==> src/rtl/synth_env_pkg.sv <==
// rtl/synth_env_pkg.sv - shared envelope defaults and state encoding for attack/decay stages
package synth_env_pkg;

    localparam int ENV_WIDTH   = 20;
    localparam int ENV_SHIFT_W = 5;

    typedef enum logic [1:0] {
        ENV_IDLE = 2'd0,
        ENV_RAMP = 2'd1,
        ENV_DONE = 2'd2,
        ENV_HOLD = 2'd3
    } env_state_e;

endpackage

==> src/rtl/rise_detect.sv <==
// rtl/rise_detect.sv - one-clk pulse on each rising edge of a slow level sampled as data
module rise_detect (
    input  logic clk,
    input  logic reset_n,
    input  logic d,
    output logic pulse
);

    logic d_q;

    always_ff @(posedge clk or negedge reset_n) begin
        if (!reset_n) begin
            d_q <= 1'b0;
        end else begin
            d_q <= d;
        end
    end

    assign pulse = d & ~d_q;

endmodule

==> src/rtl/attack.sv <==
// rtl/attack.sv - attack envelope: shift attenuation stepped down once per slow-clock tick
module attack
    import synth_env_pkg::*;
#(
    parameter int WIDTH   = ENV_WIDTH,
    parameter int SHIFT_W = ENV_SHIFT_W
) (
    input  logic               clk,
    input  logic               reset_n,
    input  logic               clk_d,
    input  logic [WIDTH-1:0]   in,
    input  logic [SHIFT_W-1:0] attack_amount,
    input  logic               start,
    output logic [WIDTH-1:0]   out,
    output logic [SHIFT_W-1:0] shift_amount,
    output logic               start_decay,
    output logic               busy
);

    env_state_e         state_q, state_d;
    logic [SHIFT_W-1:0] scalar_q, scalar_d;
    logic [WIDTH-1:0]   out_q, out_d;
    logic               tick;

    rise_detect u_rise_detect (
        .clk     (clk),
        .reset_n (reset_n),
        .d       (clk_d),
        .pulse   (tick)
    );

    always_ff @(posedge clk or negedge reset_n) begin
        if (!reset_n) begin
            state_q  <= ENV_IDLE;
            scalar_q <= '0;
            out_q    <= '0;
        end else begin
            state_q  <= state_d;
            scalar_q <= scalar_d;
            out_q    <= out_d;
        end
    end

    // A logical shift by WIDTH or more already yields zero, so large attack amounts need no clamp.
    always_comb begin
        state_d  = state_q;
        scalar_d = scalar_q;
        out_d    = '0;
        case (state_q)
            ENV_IDLE: begin
                out_d = '0;
            end
            ENV_RAMP: begin
                out_d = in >> scalar_q;
                if (tick) begin
                    if (scalar_q == '0) begin
                        state_d = ENV_DONE;
                    end else begin
                        scalar_d = scalar_q - 1'b1;
                    end
                end
            end
            ENV_DONE: begin
                out_d   = in >> scalar_q;
                state_d = ENV_HOLD;
            end
            ENV_HOLD: begin
                out_d    = in;
                scalar_d = '0;
            end
            default: begin
                state_d = ENV_IDLE;
            end
        endcase
        // Retrigger from any state; a coincident tick is dropped.
        if (start) begin
            scalar_d = attack_amount;
            state_d  = ENV_RAMP;
        end
    end

    assign out          = out_q;
    assign shift_amount = scalar_q;
    assign busy         = (state_q == ENV_RAMP);
    assign start_decay  = (state_q == ENV_DONE) && !start;

endmodule

==> config.mk <==
export PLATFORM = sky130hd
export DESIGN_NAME = attack
export DESIGN_NICKNAME = d
export VERILOG_FILES = /design/src/rtl/synth_env_pkg.sv /design/src/rtl/rise_detect.sv /design/src/rtl/attack.sv
export SDC_FILE = /design/constraint.sdc
export NUM_CORES = 1
export LEC_CHECK = 0
export BUFFER_PORTS_ARGS = -buffer_cell sky130_fd_sc_hd__clkbuf_2
export CORE_MARGIN = 4
export CORE_UTILIZATION = 25
export CTS_BUF_LIST = sky130_fd_sc_hd__clkbuf_2
export CTS_CLUSTER_DIAMETER = 120
export DETAILED_ROUTE_END_ITERATION = 10
export GPL_TIMING_DRIVEN = 0
export SLEW_MARGIN = 20
export SYNTH_ARGS = -nofsm -noshare
export SYNTH_HDL_FRONTEND = slang
export SYNTH_SLANG_ARGS = --single-unit
export TNS_END_PERCENT = 50
==> constraint.sdc <==
create_clock -name clk -period 3 [get_ports clk]
set_input_delay 0.6 -clock clk [delete_from_list [all_inputs] [get_ports clk]]
set_output_delay 0.6 -clock clk [all_outputs]
set_load 0.01 [all_outputs]
==> metrics list, run 1 <==
* Run status: finished clean
- TritonCTS Buffers: 3
- Congestion Overflow GR: 0
* Via count: 2,094
* Post-CTS repair timing setup buffer count: 0
- The synthesized design contains 28 register bits.
- Among all flip-flop cells after synthesis, the most frequent one is sky130_fd_sc_hd__dfrtp_1.
- Synth warnings: 0
* Depth of the most critical reg-to-reg path: 8
- Fin area: 2710 um^2
* Number of buffers added on ports: 54
* Total power divided by cell area: 545 nW/um^2
- The detail route stage leaves a number of antenna-violating nets equal to 0.
- In this run the critical register-to-register path is launched from shift_amount[0].
- Routability-driven placement finished with a final weighted congestion of 0.951.
- CP arrival: 2.88 ns
* Shortest clock period the worst path allows after layout: 2.55 ns
- After synthesis, the share of flip-flops with an asynchronous set or reset is 100%.
- Total Neg Setup Slack: 0 ns
- The critical path is of the reg -> reg type.
* Number of endpoints with negative hold slack in the final report: 0
- Once the clock tree was built, the resizer swapped 0 gates to a different size.
- The number of slew-limit violations in the final report is 0.
- Setup violations remaining at the end of the flow were counted as 0.
- STA classifies the critical path startpoint as a register.
* Final HPWL DP: between 5 and 6 mm
* Clock H-tree levels: 1
* Maximum clock skew at final layout: 0.0249 ns
* First-pass GRT wire length: 11.4 mm
- Vias in the first global route: 2,119
- From synthesis to final layout, the design area changed by 18.6%.
* Nets in the synthesized netlist: between 200 and 300
- Pre-Repair DR Iteration Count: 5
- The endpoint identified for the worst register-to-register timing path is shift_amount[3].
- The floorplan step set the die width to ~100 um.
- In the routed design, unresolved DRC markers number 0.
* Commonest cells after routing, fill and taps aside: sky130_fd_sc_hd__clkbuf_2 (57), sky130_fd_sc_hd__dfrtp_1 (28), sky130_fd_sc_hd__nor2_1 (17), sky130_fd_sc_hd__mux2i_1 (16), sky130_fd_sc_hd__nand2_1 (16)
* Buffer depth of the longest clock path: 2
* Overall power of the completed layout: ~1.5 mW
- In the final routed layout, each cell accounts on average for ~18 um.
* Per-instance average area after synthesis: between 10 and 15 um^2
- 0 antenna diodes ended up in the layout.
- Summing all multi-input logic gate instances after layout gives 1410 um^2.
* Kind of end point of the critical path: register
- Hold repair after CTS inserted 0 buffers.
- Cells with a size suffix above 1 make up 34.4% of the layout.
- Leaving out fill and tap cells, the most frequent cell in the layout is sky130_fd_sc_hd__clkbuf_2.
- Transition time at the pin with the least slew margin: 0.687 ns
* Core Box Area: 8810 um^2
* Cells after synthesis: 221
- Standby leakage power: 1.24 nW
* Pin count of the biggest net entering global routing: 29
- Insertion delay of the later-clocked pin in the worst-skew pair: 0.37 ns
- Headroom to the max-slew limit came out at 54.2%.
* Area contributors post-synth: sky130_fd_sc_hd__dfrtp_1 (31%), sky130_fd_sc_hd__mux4_2 (12%), sky130_fd_sc_hd__mux2i_1 (7.0%)
- After detailed placement, the total cell area comes to ~2700 um^2.
- The sequential cells in the finished layout cover a total of 701 um^2.
- Number of fill cells in the layout: approximately 920
- Clock transition time at the flip-flop clock pins of the worst setup and hold paths: about 0.28 ns
* Sequential area share after synthesis: 30.7%
* Maximum resistive drop on vdd: around 0.20 mV
- At the end of the flow, the number of nets in the layout was 314.
- Share of the cycle needed by the critical path after routing: a little over four fifths
- The netlist uses 42 different library cells.
* Root buffer cell: sky130_fd_sc_hd__clkbuf_2
- In this run, synthesis inferred 0 flip-flops with an integrated enable.
- For this run, the top clock speed supported by timing is 393 MHz.
- Die Footprint: 10,700 um^2
- Post-synthesis cell area: 2290 um^2
* Number of cell rows: 34
- For this design the top-level I/O count stands at 56.
- Height of the die: a little over 100 um
- The top cell type by area accounts for 30.7% of the synthesized area.
* Initial drt markers: 298
- Starting density of the core: 26.0%
- The min-delay analysis places its worst path in the category in -> async.
- Cell type contributing the most total cell area after synthesis: sky130_fd_sc_hd__dfrtp_1
- Total GRT Usage: 12.7%
* Clock tree from TritonCTS: done
- # Max-Cap Violations: 0
- The number of antenna violations at the first check in global routing is 0.
- Routed Wire Length: 6.86 mm
* Data required time at the worst endpoint: 3.33 ns
- In this run the worst path has a maximum fanout of 10.
- Vias per cell: between 5 and 6
* Number of sinks driven by the clock tree: 28
- Reg2Reg Setup Slack: 0.45 ns
- Unrepaired setup endpoints after global routing: no
==> power by group <==
part           switching [mW]  internal, mW  leakage [nW]
Sequential             0.0302         0.460         0.357
Clock                   0.115        0.0290        0.0140
Combinational           0.457         0.386         0.870
==> routing by layer <==
metal  track usage (%)  up-vias  part of all wire [%]
met2              19.3      124                    45
li1                  -      956                     -
met3              1.99       13                   9.2
met5                 0        -                     0
met4              4.75        0                   2.5
met1              18.2     1001                    43
==> worst max-delay path by stage <==
stage,start,end,cells past startpoint
2_1_floorplan,shift_amount[1],state_q[0],9
3_3_place_gp,shift_amount[0],shift_amount[0],8
3_5_place_dp,shift_amount[0],shift_amount[3],8
4_1_cts,shift_amount[0],shift_amount[3],8
5_1_grt,shift_amount[0],shift_amount[3],8
6_report,shift_amount[0],shift_amount[3],8
==> through the flow <==
stage               worst slack, ns  instances  hold WS (ns)  utilization, %
finish                        0.454        387         0.192            30.8
global route                  0.197        387         0.247            30.8
CTS                           0.448        387         0.217            30.8
detailed placement            0.502        383         0.584            30.6
global placement              0.547        383         0.563            30.6
floorplan                     0.697        221         0.304               -
==> synth_stat cells (all sizes together) (7+ instances only) <==
master / count
dfrtp: 28
nor2: 17
mux2i: 16
nand2: 16
mux4: 15
a21oi: 13
buf: 13
o21ai: 10
a22oi: 9
clkbuf: 9
mux2: 9
inv: 7
==> kinds of logic (layout without fill, tap and decap cells) <==
group,Yosys count,in the layout,share of synthesized area [%]
compound gates,60,60,18.6
flops,28,28,30.7
fa+ha+maj,5,5,2.74
buf+inv,29,87,7.50
mux,40,40,27.0
simple gates,59,59,13.5
==> state kept, by name (all words and copies together), names as in the netlist <==
name / flops
state_q: 2
out: 20
u_rise_detect.d_q: 1
shift_amount: 5
==> critical path, stage by stage, from the launching register on <==
cell and delay, ns:
sky130_fd_sc_hd__dfrtp_1 0.45, sky130_fd_sc_hd__buf_2 0.20, sky130_fd_sc_hd__inv_1 0.16, sky130_fd_sc_hd__buf_2 0.30, sky130_fd_sc_hd__ha_1 0.24, sky130_fd_sc_hd__or4b_4 0.49
sky130_fd_sc_hd__a221oi_4 0.40, sky130_fd_sc_hd__o21ai_0 0.16, sky130_fd_sc_hd__o21ai_0 0.09
==> layout make-up <==
type / instances / area share [%]
well taps: 108 / 4.99
repair buffers: 54 / 9.97
plain buffers: 22 / 5.36
flip-flops and latches: 28 / 25.9
clock inverters: 1 / 0.139
multi-input cells: 164 / 52.2
clock buffers: 3 / 0.554
inverters: 7 / 0.970
Power figures use the tool's default switching activity.
==> run 2, diff against run 1 <==
ABC_AREA = 1   (was default)
clock period = 2.5 ns   (was 3 ns; I/O delays follow)
==> metrics list, run 2 <==
- Once routing completed, OpenROAD measured the worst setup slack at approximately 0.37 ns.
- Post-route antenna net violation count: 0
- Net count reported at finish: 417
- Share of the cycle needed by the critical path after routing: 85.1%
* Number of gates on the worst path with buffers counted: 8
- After detailed routing, the number of remaining DRC violations is 0.
- Fraction of layout cells with a size suffix above 1: between 30% and 40%
- The flow ran to the end, and the final reports show no timing, DRC or antenna violations.
* # Max-Cap Violations: 0
- Via count: between 2,000 and 2,500
- Startpoint of the lowest-slack register-to-register path: state_q[1]
- Transition time at the pin with the least slew margin: approximately 0.72 ns
- At the worst endpoint, the arrival time is between 2 and 2.5 ns.
- Entering global routing, the biggest net connects 29 pins.
- Area contributors post-synth: sky130_fd_sc_hd__dfrtp_1 (31%), sky130_fd_sc_hd__nand2_1 (15%), sky130_fd_sc_hd__nand3_1 (10%)
- Number of sinks driven by the clock tree: 28
- The signal on the critical path passes through inv_1 -> ha_1 -> nand2_1 -> nor2_1 -> nand3_1 -> o211ai_1 -> nand2_1 -> inv_1.
- Unrepaired setup endpoints after global routing: no
- Insertion delay of the later-clocked pin in the worst-skew pair: 0.40 ns
- Vias per cell: 4.93
- Buffers inserted to repair hold after CTS numbered 0.
- In the synthesized netlist the dominant register cell turns out to be sky130_fd_sc_hd__dfrtp_1.
- Capturing point of the worst reg2reg path: out[5]
- Cell type contributing the most total cell area after synthesis: sky130_fd_sc_hd__dfrtp_1
- Global routing used between 10 and 15% of the available tracks across all layers.
- Depth of the most critical reg-to-reg path: 8
- The area growth from synthesis to layout is 18.7%.
* Sequential area share after synthesis: 30.5%
- The routed design could run at a clock period as short as between 2 and 2.5 ns.
* Total area of multi-input combinational cells: between 1000 and 1500 um^2
* Per-instance average area after synthesis: between 7 and 8 um^2
- Kind of end point of the critical path: register
- #FFs+latches synth: 28
* Clock tree from TritonCTS: done
- Synthesis produced approximately 320 cells.
- Relative slew slack: 51.7%
- Yosys mapped a number of flops with a built-in enable equal to 0.
* Maximum fanout encountered on the critical timing path: 8
- WS Path Type: reg -> reg
- Die Footprint: roughly 11,000 um^2
- Before CTS, the worst setup slack after placement is 0.481 ns.
* Buffers and inverters on the worst path: 2
- After clock tree synthesis, the clock-pin slew on the worst setup and hold paths is 0.30 ns.
- The floorplan step defined a core boundary enclosing 8810 um^2.
- Counting instances in the post-synthesis netlist gives the leading cell types as sky130_fd_sc_hd__nand2_1 (92), sky130_fd_sc_hd__nand3_1 (48), sky130_fd_sc_hd__dfrtp_1 (28).
- CP peak stage delay: 0.53 ns
- Post-CTS repair timing setup buffer count: 0
- Max-slew violations: 0
* Async set-or-reset flop fraction in the synthesized netlist: 100%
* Clock H-tree levels: 1
- Reg2Reg Setup Slack: roughly 0.37 ns
- Critical-path cell with the highest stage delay: sky130_fd_sc_hd__nor2_1
* Wirelength per Cell: 15.8 um
- The number of antenna diodes in the final layout is 0.
- Standby leakage power: 1.39 nW
- The floorplan has 34 rows.
- Width of the die: 104 um
- Setup violations remaining at the end of the flow were counted as 0.
* Total power divided by cell area: 1310 nW/um^2
- Final estimated routing congestion in global placement: 0.880
- The netlist uses 29 different library cells.
* Number of endpoints with negative hold slack in the final report: 0
* Kind of start point of the critical path: register
- In this run the vertical extent of the chip is 104 um.
- Antenna violations before repair: 0
- Between clock sinks in the finished design, the worst skew comes to 0.0295 ns.
- The path class of the tightest hold or removal check is in -> async.
- The wire-length estimate of the detail-placed layout is ~6.2 mm.
* TritonCTS Buffers: 3
- Flip-flop count of the largest register after layout: 20
- The completed layout was analyzed and its total power is 3.58 mW.
- Initial drt markers: 190
* Routed Wire Length: 7.76 mm
- When the netlist entered floorplanning its net count stood at 357.
- At the worst endpoint, the required time is approximately 2.9 ns.
* Total Neg Setup Slack: 0 ns
- Starting density of the core: 26.1%
- Buffer depth of the longest clock path: 2
- Family with the most delay on the worst path: simple AND/OR/NAND/NOR gates
- The root buffer cell chosen for the clock tree is sky130_fd_sc_hd__clkbuf_2.
* Vias in the first global route: between 2,000 and 2,500
- Commonest cells after routing, fill and taps aside: sky130_fd_sc_hd__nand2_1 (92), sky130_fd_sc_hd__clkbuf_2 (58), sky130_fd_sc_hd__nand3_1 (48), sky130_fd_sc_hd__dfrtp_1 (28), sky130_fd_sc_hd__nand3_2 (24)
* Startpoint of the most critical setup path: state_q[1]
* Number of top-level design ports: 56
- For this run, the number of Yosys warnings is 0.
* Number of fill cells in the layout: 973
- Post-CTS repair changed the size of 0 cells.
* Area taken by flip-flops and latches: 701 um^2
- The library cell used most frequently in the layout, excluding fill and tap cells, is sky130_fd_sc_hd__nand2_1.
* Post-synthesis cell area: 2290 um^2
* Maximum resistive drop on vdd: 0.446 mV
* Achievable frequency: between 400 and 500 MHz
- Summed over all layers, the global routing overflow is 0.
- For this run, the detailed router's first-pass iteration total came to 4.
- First-pass GRT wire length: 12.8 mm
- Share of the synthesized area in the top cell type: between 30% and 40%
- The most common cell in the synthesized netlist is sky130_fd_sc_hd__nand2_1.
- Number of buffers added on ports: 55
- The most critical setup path has its endpoint at out[5].
- Fraction of the core area covered by cells at the end of the flow: ~31%
## run 2: worst min-delay path by stage
stage,from,to,slack (ns),cells past startpoint
floorplan,reset_n,out[0],0.20,0
global placement,state_q[1],state_q[1],0.54,2
detailed placement,state_q[1],state_q[1],0.56,2
CTS,reset_n,shift_amount[1],0.11,1
global route,reset_n,shift_amount[1],0.11,1
finish,reset_n,shift_amount[1],0.08,1
## run 2: kinds of logic after synthesis
group / synth area share [%]
buf+inv: 8.94
compound gates: 12.9
simple gates: 44.9
flops: 30.5
fa+ha+maj: 2.73
## run 2: where the power goes
part	total, mW	leakage (nW)	switching [mW]	internal [mW]
clock network	0.184	0.0140	0.150	0.0347
registers	0.704	0.360	0.0795	0.625
logic	2.69	1.02	1.77	0.921
## run 2: metrics by stage
step	std cells	instance area [um^2]	hold slack (ns)
6_report	490	2720	0.0801
5_1_grt	490	2720	0.115
4_1_cts	490	2720	0.114
3_5_place_dp	486	2710	0.556
3_3_place_gp	486	2710	0.535
2_1_floorplan	323	2290	0.204
## run 2: cell type report
type / count / area share [%]
inverters: 19 / 2.62
clock inverters: 1 / 0.138
well taps: 108 / 4.96
clock buffers: 3 / 0.551
multi-input cells: 256 / 51.0
repair buffers: 55 / 10.1
plain buffers: 20 / 4.92
flip-flops and latches: 28 / 25.7
## run 2: routing by layer
layer	vias up	share of wire, %	routed length (um)	global-route usage, %
met3	8	5.3	414	2.36
li1	1203	-	-	-
met1	1120	48	3710	20.6
met4	0	0.88	68	1.90
met2	86	46	3570	23.6
met5	-	0	0	0
